$ cat config.mk
export PLATFORM = sky130hd
export DESIGN_NAME = spi_ram_ctrl
export DESIGN_NICKNAME = d
export VERILOG_FILES = /design/src/rtl/spi_ram_ctrl.sv
export SDC_FILE = /design/constraint.sdc
export NUM_CORES = 2
export LEC_CHECK = 0
export BUFFER_PORTS_ARGS = -buffer_cell sky130_fd_sc_hd__buf_2
export CELL_PAD_IN_SITES_DETAIL_PLACEMENT = 0
export CELL_PAD_IN_SITES_GLOBAL_PLACEMENT = 1
export CORE_ASPECT_RATIO = 1.2
export CORE_MARGIN = 8
export CORE_UTILIZATION = 61
export DETAILED_ROUTE_END_ITERATION = 16
export HOLD_SLACK_MARGIN = 0.05
export PLACE_DENSITY = 0.94
export SYNTH_ARGS = -nofsm -noshare
export SYNTH_HDL_FRONTEND = slang
export SYNTH_SLANG_ARGS = --single-unit
$ cat constraint.sdc
create_clock -name SCLK -period 11.9 [get_ports SCLK]
set_input_delay 1.19 -clock SCLK [delete_from_list [all_inputs] [get_ports SCLK]]
set_output_delay 1.19 -clock SCLK [all_outputs]
set_load 0.03 [all_outputs]
$ cat src/rtl/spi_ram_ctrl.sv
// Command decoder and byte memory behind an SPI slave. Each 10-bit frame sets an
// address, writes a byte or reads a byte back out through tx_data/tx_valid.
module spi_ram_ctrl #(
  parameter int MEM_DEPTH = 256,
  parameter int ADDR_SIZE = 8
) (
  input  logic       SCLK,
  input  logic       rst,
  input  logic [9:0] rx_data,
  input  logic       rx_valid,
  output logic [7:0] tx_data,
  output logic       tx_valid,
  output logic       err,
  output logic [1:0] state_dbg
);

  // Handshake: rx_valid is a level held high while rx_data carries one frame; a
  // frame is the 0->1 edge of rx_valid. tx_data is meaningful only while tx_valid
  // is high, and there is no backpressure on either side.

  typedef enum logic [1:0] {
    IDLE     = 2'd0,
    EXEC     = 2'd1,
    READ_OUT = 2'd2,
    WAIT_LOW = 2'd3
  } state_t;

  localparam logic [1:0] CMD_WR_ADDR = 2'b00;
  localparam logic [1:0] CMD_WR_DATA = 2'b01;
  localparam logic [1:0] CMD_RD_ADDR = 2'b10;
  localparam logic [1:0] CMD_RD_DATA = 2'b11;

  state_t                state_q, state_d;
  logic                  rx_valid_d;
  logic                  armed;
  logic                  frame_det;
  logic [9:0]            cmd_reg, cmd_reg_nxt;
  logic [ADDR_SIZE-1:0]  wr_addr, wr_addr_nxt;
  logic [ADDR_SIZE-1:0]  rd_addr, rd_addr_nxt;
  logic                  wr_ok, wr_ok_nxt;
  logic                  rd_ok, rd_ok_nxt;
  logic [7:0]            tx_data_nxt;
  logic                  tx_valid_nxt;
  logic                  err_nxt;
  logic                  mem_we;
  logic [7:0]            mem [MEM_DEPTH];

  // armed stays low after reset until rx_valid is seen low, so a frame that was
  // still held across reset is not mistaken for a new one.
  assign frame_det = rx_valid & ~rx_valid_d & armed;
  assign state_dbg = state_q;

  always_ff @(posedge SCLK or posedge rst) begin
    if (rst) begin
      state_q    <= IDLE;
      rx_valid_d <= 1'b0;
      armed      <= 1'b0;
      cmd_reg    <= '0;
      wr_addr    <= '0;
      rd_addr    <= '0;
      wr_ok      <= 1'b0;
      rd_ok      <= 1'b0;
      tx_data    <= '0;
      tx_valid   <= 1'b0;
      err        <= 1'b0;
    end else begin
      state_q    <= state_d;
      rx_valid_d <= rx_valid;
      if (!rx_valid) armed <= 1'b1;
      cmd_reg    <= cmd_reg_nxt;
      wr_addr    <= wr_addr_nxt;
      rd_addr    <= rd_addr_nxt;
      wr_ok      <= wr_ok_nxt;
      rd_ok      <= rd_ok_nxt;
      tx_data    <= tx_data_nxt;
      tx_valid   <= tx_valid_nxt;
      err        <= err_nxt;
    end
  end

  // Memory has no reset; its contents survive rst.
  always_ff @(posedge SCLK) begin
    if (mem_we) mem[wr_addr] <= cmd_reg[7:0];
  end

  always_comb begin
    state_d      = state_q;
    cmd_reg_nxt  = cmd_reg;
    wr_addr_nxt  = wr_addr;
    rd_addr_nxt  = rd_addr;
    wr_ok_nxt    = wr_ok;
    rd_ok_nxt    = rd_ok;
    tx_data_nxt  = tx_data;
    tx_valid_nxt = 1'b0;
    err_nxt      = 1'b0;
    mem_we       = 1'b0;

    case (state_q)
      IDLE: begin
        if (frame_det) begin
          cmd_reg_nxt = rx_data;
          state_d     = EXEC;
        end
      end

      EXEC: begin
        state_d = WAIT_LOW;
        case (cmd_reg[9:8])
          CMD_WR_ADDR: begin
            wr_addr_nxt = cmd_reg[ADDR_SIZE-1:0];
            wr_ok_nxt   = 1'b1;
          end
          CMD_WR_DATA: begin
            if (wr_ok) begin
              mem_we      = 1'b1;
              wr_addr_nxt = wr_addr + ADDR_SIZE'(1);
            end else begin
              err_nxt = 1'b1;
            end
          end
          CMD_RD_ADDR: begin
            rd_addr_nxt = cmd_reg[ADDR_SIZE-1:0];
            rd_ok_nxt   = 1'b1;
          end
          default: begin
            if (rd_ok) begin
              tx_data_nxt  = mem[rd_addr];
              rd_addr_nxt  = rd_addr + ADDR_SIZE'(1);
              tx_valid_nxt = 1'b1;
              state_d      = READ_OUT;
            end else begin
              err_nxt = 1'b1;
            end
          end
        endcase
      end

      READ_OUT: begin
        if (rx_valid) begin
          tx_valid_nxt = 1'b1;
        end else begin
          state_d = IDLE;
        end
      end

      default: begin
        if (!rx_valid) state_d = IDLE;
      end
    endcase

    // A new frame arriving while busy is dropped and flagged.
    if (frame_det && state_q != IDLE) err_nxt = 1'b1;
  end

endmodule

==> metrics.cfg <==
[status]
status = finished, violations left
violations = max-capacitance violations, max-slew violations

[setup_path]
crit_path_end_kind = register
crit_path_max_fanout = 117
required_ns = 12.68
critPathKind = register to register
cp.arrival_ns = 6.11
start_kind = register

[grt]
grt_usage_pct = 30.8
grt_max_degree = 251
grt_overflow = 0
antenna_found_initial = 13
grt_pass1_wl_microns = 319000
grt_pass1_vias = 44000

[die]
start_util_pct = 61.3
fp.dieH_microns = 417
die_w_microns = 350
ioPinCount = 25
rows = 147
die_area_sq_um = 146000
core_sq_um = 134000

[layout]
synthToLayoutAreaGrowth_pct = 9.52
multi_input_area_sq_um = 17900
largest_reg_flops = 2048
final_layout_size_suffix_gt1_share_pct = 22.5
register_area_sq_um = 62600
nFillCells = 7721
design_area_sq_um = 89700
finalNetCount = 3971

[sta]
tns_ns = 0
finalMaxSlewViolations = 2
rsz0062_at_grt = false
tightest_slew_ns = 1.62
timing.fmax_mhz = 188
slew_headroom_pct = -8.87
period_share_pct = 44.8
fin_skew_ns = 0.0510
fin_crit_ns = 5.33
hold_viol_final = 0
finalSetupViolCount = 0

[logic_synthesis]
syn_inst = 3896
ys_warn_count = 0
synth.area.mux_share_pct = 16.3
yosysTopAreaCellShare_pct = 75.1
synth_area_leaders = edfxtp_1 75%, mux4_2 14%, mux2i_1 2.2%, nor2_1 1.4%, dfrtp_1 1.3%
synth_top_family_by_area = multiplexers
synthSimpleGateAreaFrac_pct = 2.89
synth_most_common_cell = edfxtp_1
synthAdderAreaFrac_pct = 0.138
netlist_top_cells_count = 2048 x edfxtp_1, 506 x mux4_2, 298 x nor2_1, 179 x mux2i_1, 117 x nand2_1
ys.flop_type = edfxtp_1
avgSynthCellArea_sq_um = 21.0
yosysTopAreaCell = edfxtp_1
synth_cell_type_count = 71
synth_seq_cells = 2090
synth-edff-count = 2048
syn_nets = 3918
synth_seq_area_share_pct = 76.4
synthXorXnorAreaFrac_pct = 0
synth_compound_area_share_pct = 2.49
syn_area_sq_um = 81900
async_flop_share_pct = 2.01

[cts]
cts.sinks = 2090
clockBufferDepth = 3
postCtsSetupRepairBufs = 0
cts_tree = done
cts_buffers = 184
root_buffer = clkbuf_16
clkLatencyLatePin_ns = 0.85
ctsResizeCount = 0
cts_hold_buf = 0
cts_max_level = 4
path_clk_slew_ns = 0.07

[routing]
remaining_drc_errors = 0
via_per_inst = 7.40
drt_iter0_markers = 8128
wirelength_microns = 227000
drt.antenna.violating_nets = 0
wl_per_cell_microns = 38.5
drt_pass1_iterations = 7
vias = 43700

[hold_path]
hold_class = register to register

[power]
power.density_nw_per_um2 = 250
peakVddDrop_uv = 571
p_leak_uw = 0.0279

[place]
post-dp-hpwl_microns = 124000
placed_cell_area_sq_um = 83600
port_buffers = 24
gp_congestion = 0.894

[flow_run]
drv_cap = 1

[metal layers]
layer	GRT usage, %	vias up	wire [microns]
li1	-	16200	-
met1	37.3	21900	69200
met2	47.3	4394	105000
met3	10.5	1108	32900
met4	20.5	16	19300
met5	0	-	122
[power breakdown]
group          internal [uW]  switching, uW
clock network           3390           2750
registers               9280            533
logic                   2150           4290
total                  14800           7580
[cell type report]
class	instances	area share (%)
multi-input combinational	1555	19.9
timing repair buffer	102	0.871
clock inverter	104	1.31
antenna	8	0.0223
inverter	16	0.0754
tap	1788	2.50
sequential	2090	69.8
clock buffer	237	5.47
[layout by cell type, fill, tap and decap left out, types with 13 or more instances in the layout]
cell type,n
clkinv_1,29
dfrtp_1,28
nand2_1,115
a21oi_1,57
clkinv_2,33
nand3_1,38
edfxtp_1,2048
clkbuf_16,187
clkbuf_1,46
bufinv_16,21
nor2_1,295
o22ai_1,37
nor3_1,13
mux4_2,506
a22oi_1,33
and3_1,17
nor2b_1,14
buf_2,24
o21ai_0,51
buf_4,72
mux2i_1,179
a221oi_1,22
[kinds of logic after synthesis]
group,count (synthesis)
compound gates,299
fa+ha+maj,9
buf+inv,251
flops,2090
mux,697
simple gates,550
[worst paths after layout]
path,startpoint,to,slack [ns],depth (start not counted)
max,rd_addr[1]$_DFFE_PP0P_,tx_data[3]$_DFFE_PP0P_,6.57,8
min,armed$_DFFE_PP0N_,armed$_DFFE_PP0N_,0.50,1
max reg2reg,rd_addr[1]$_DFFE_PP0P_,tx_data[3]$_DFFE_PP0P_,6.57,8
min reg2reg,armed$_DFFE_PP0N_,armed$_DFFE_PP0N_,0.50,1
max in group asynchronous,rst,rd_addr[3]$_DFFE_PP0P_,10.80,3
min in group asynchronous,rst,cmd_reg[1]$_DFFE_PP0P_,0.55,3
[through the flow]
step | setup WS [ns] | hold WS (ns) | util, % | cells | total power, uW
finish | 6.57 | 0.500 | 67.1 | 5900 | 22400
global route | 6.34 | 0.526 | 67.1 | 5892 | 22700
CTS | 6.58 | 0.501 | 67.1 | 5892 | 22100
detailed placement | 6.66 | 0.486 | 62.6 | 5551 | 16000
global placement | 6.67 | 0.475 | 62.6 | 5551 | 15700
floorplan | 7.88 | 0.457 | - | 3896 | 13900
[worst max-delay path, stage by stage, from the launching register on]
cell	delay, ns
dfrtp_4	0.96
buf_12	0.68
buf_4	0.62
nor2b_1	0.41
a221oi_1	0.85
a22oi_1	0.33
o2111ai_1	0.96
o311ai_1	0.26
nand3_1	0.14
Note: power is estimated with default switching activity, not from simulation.
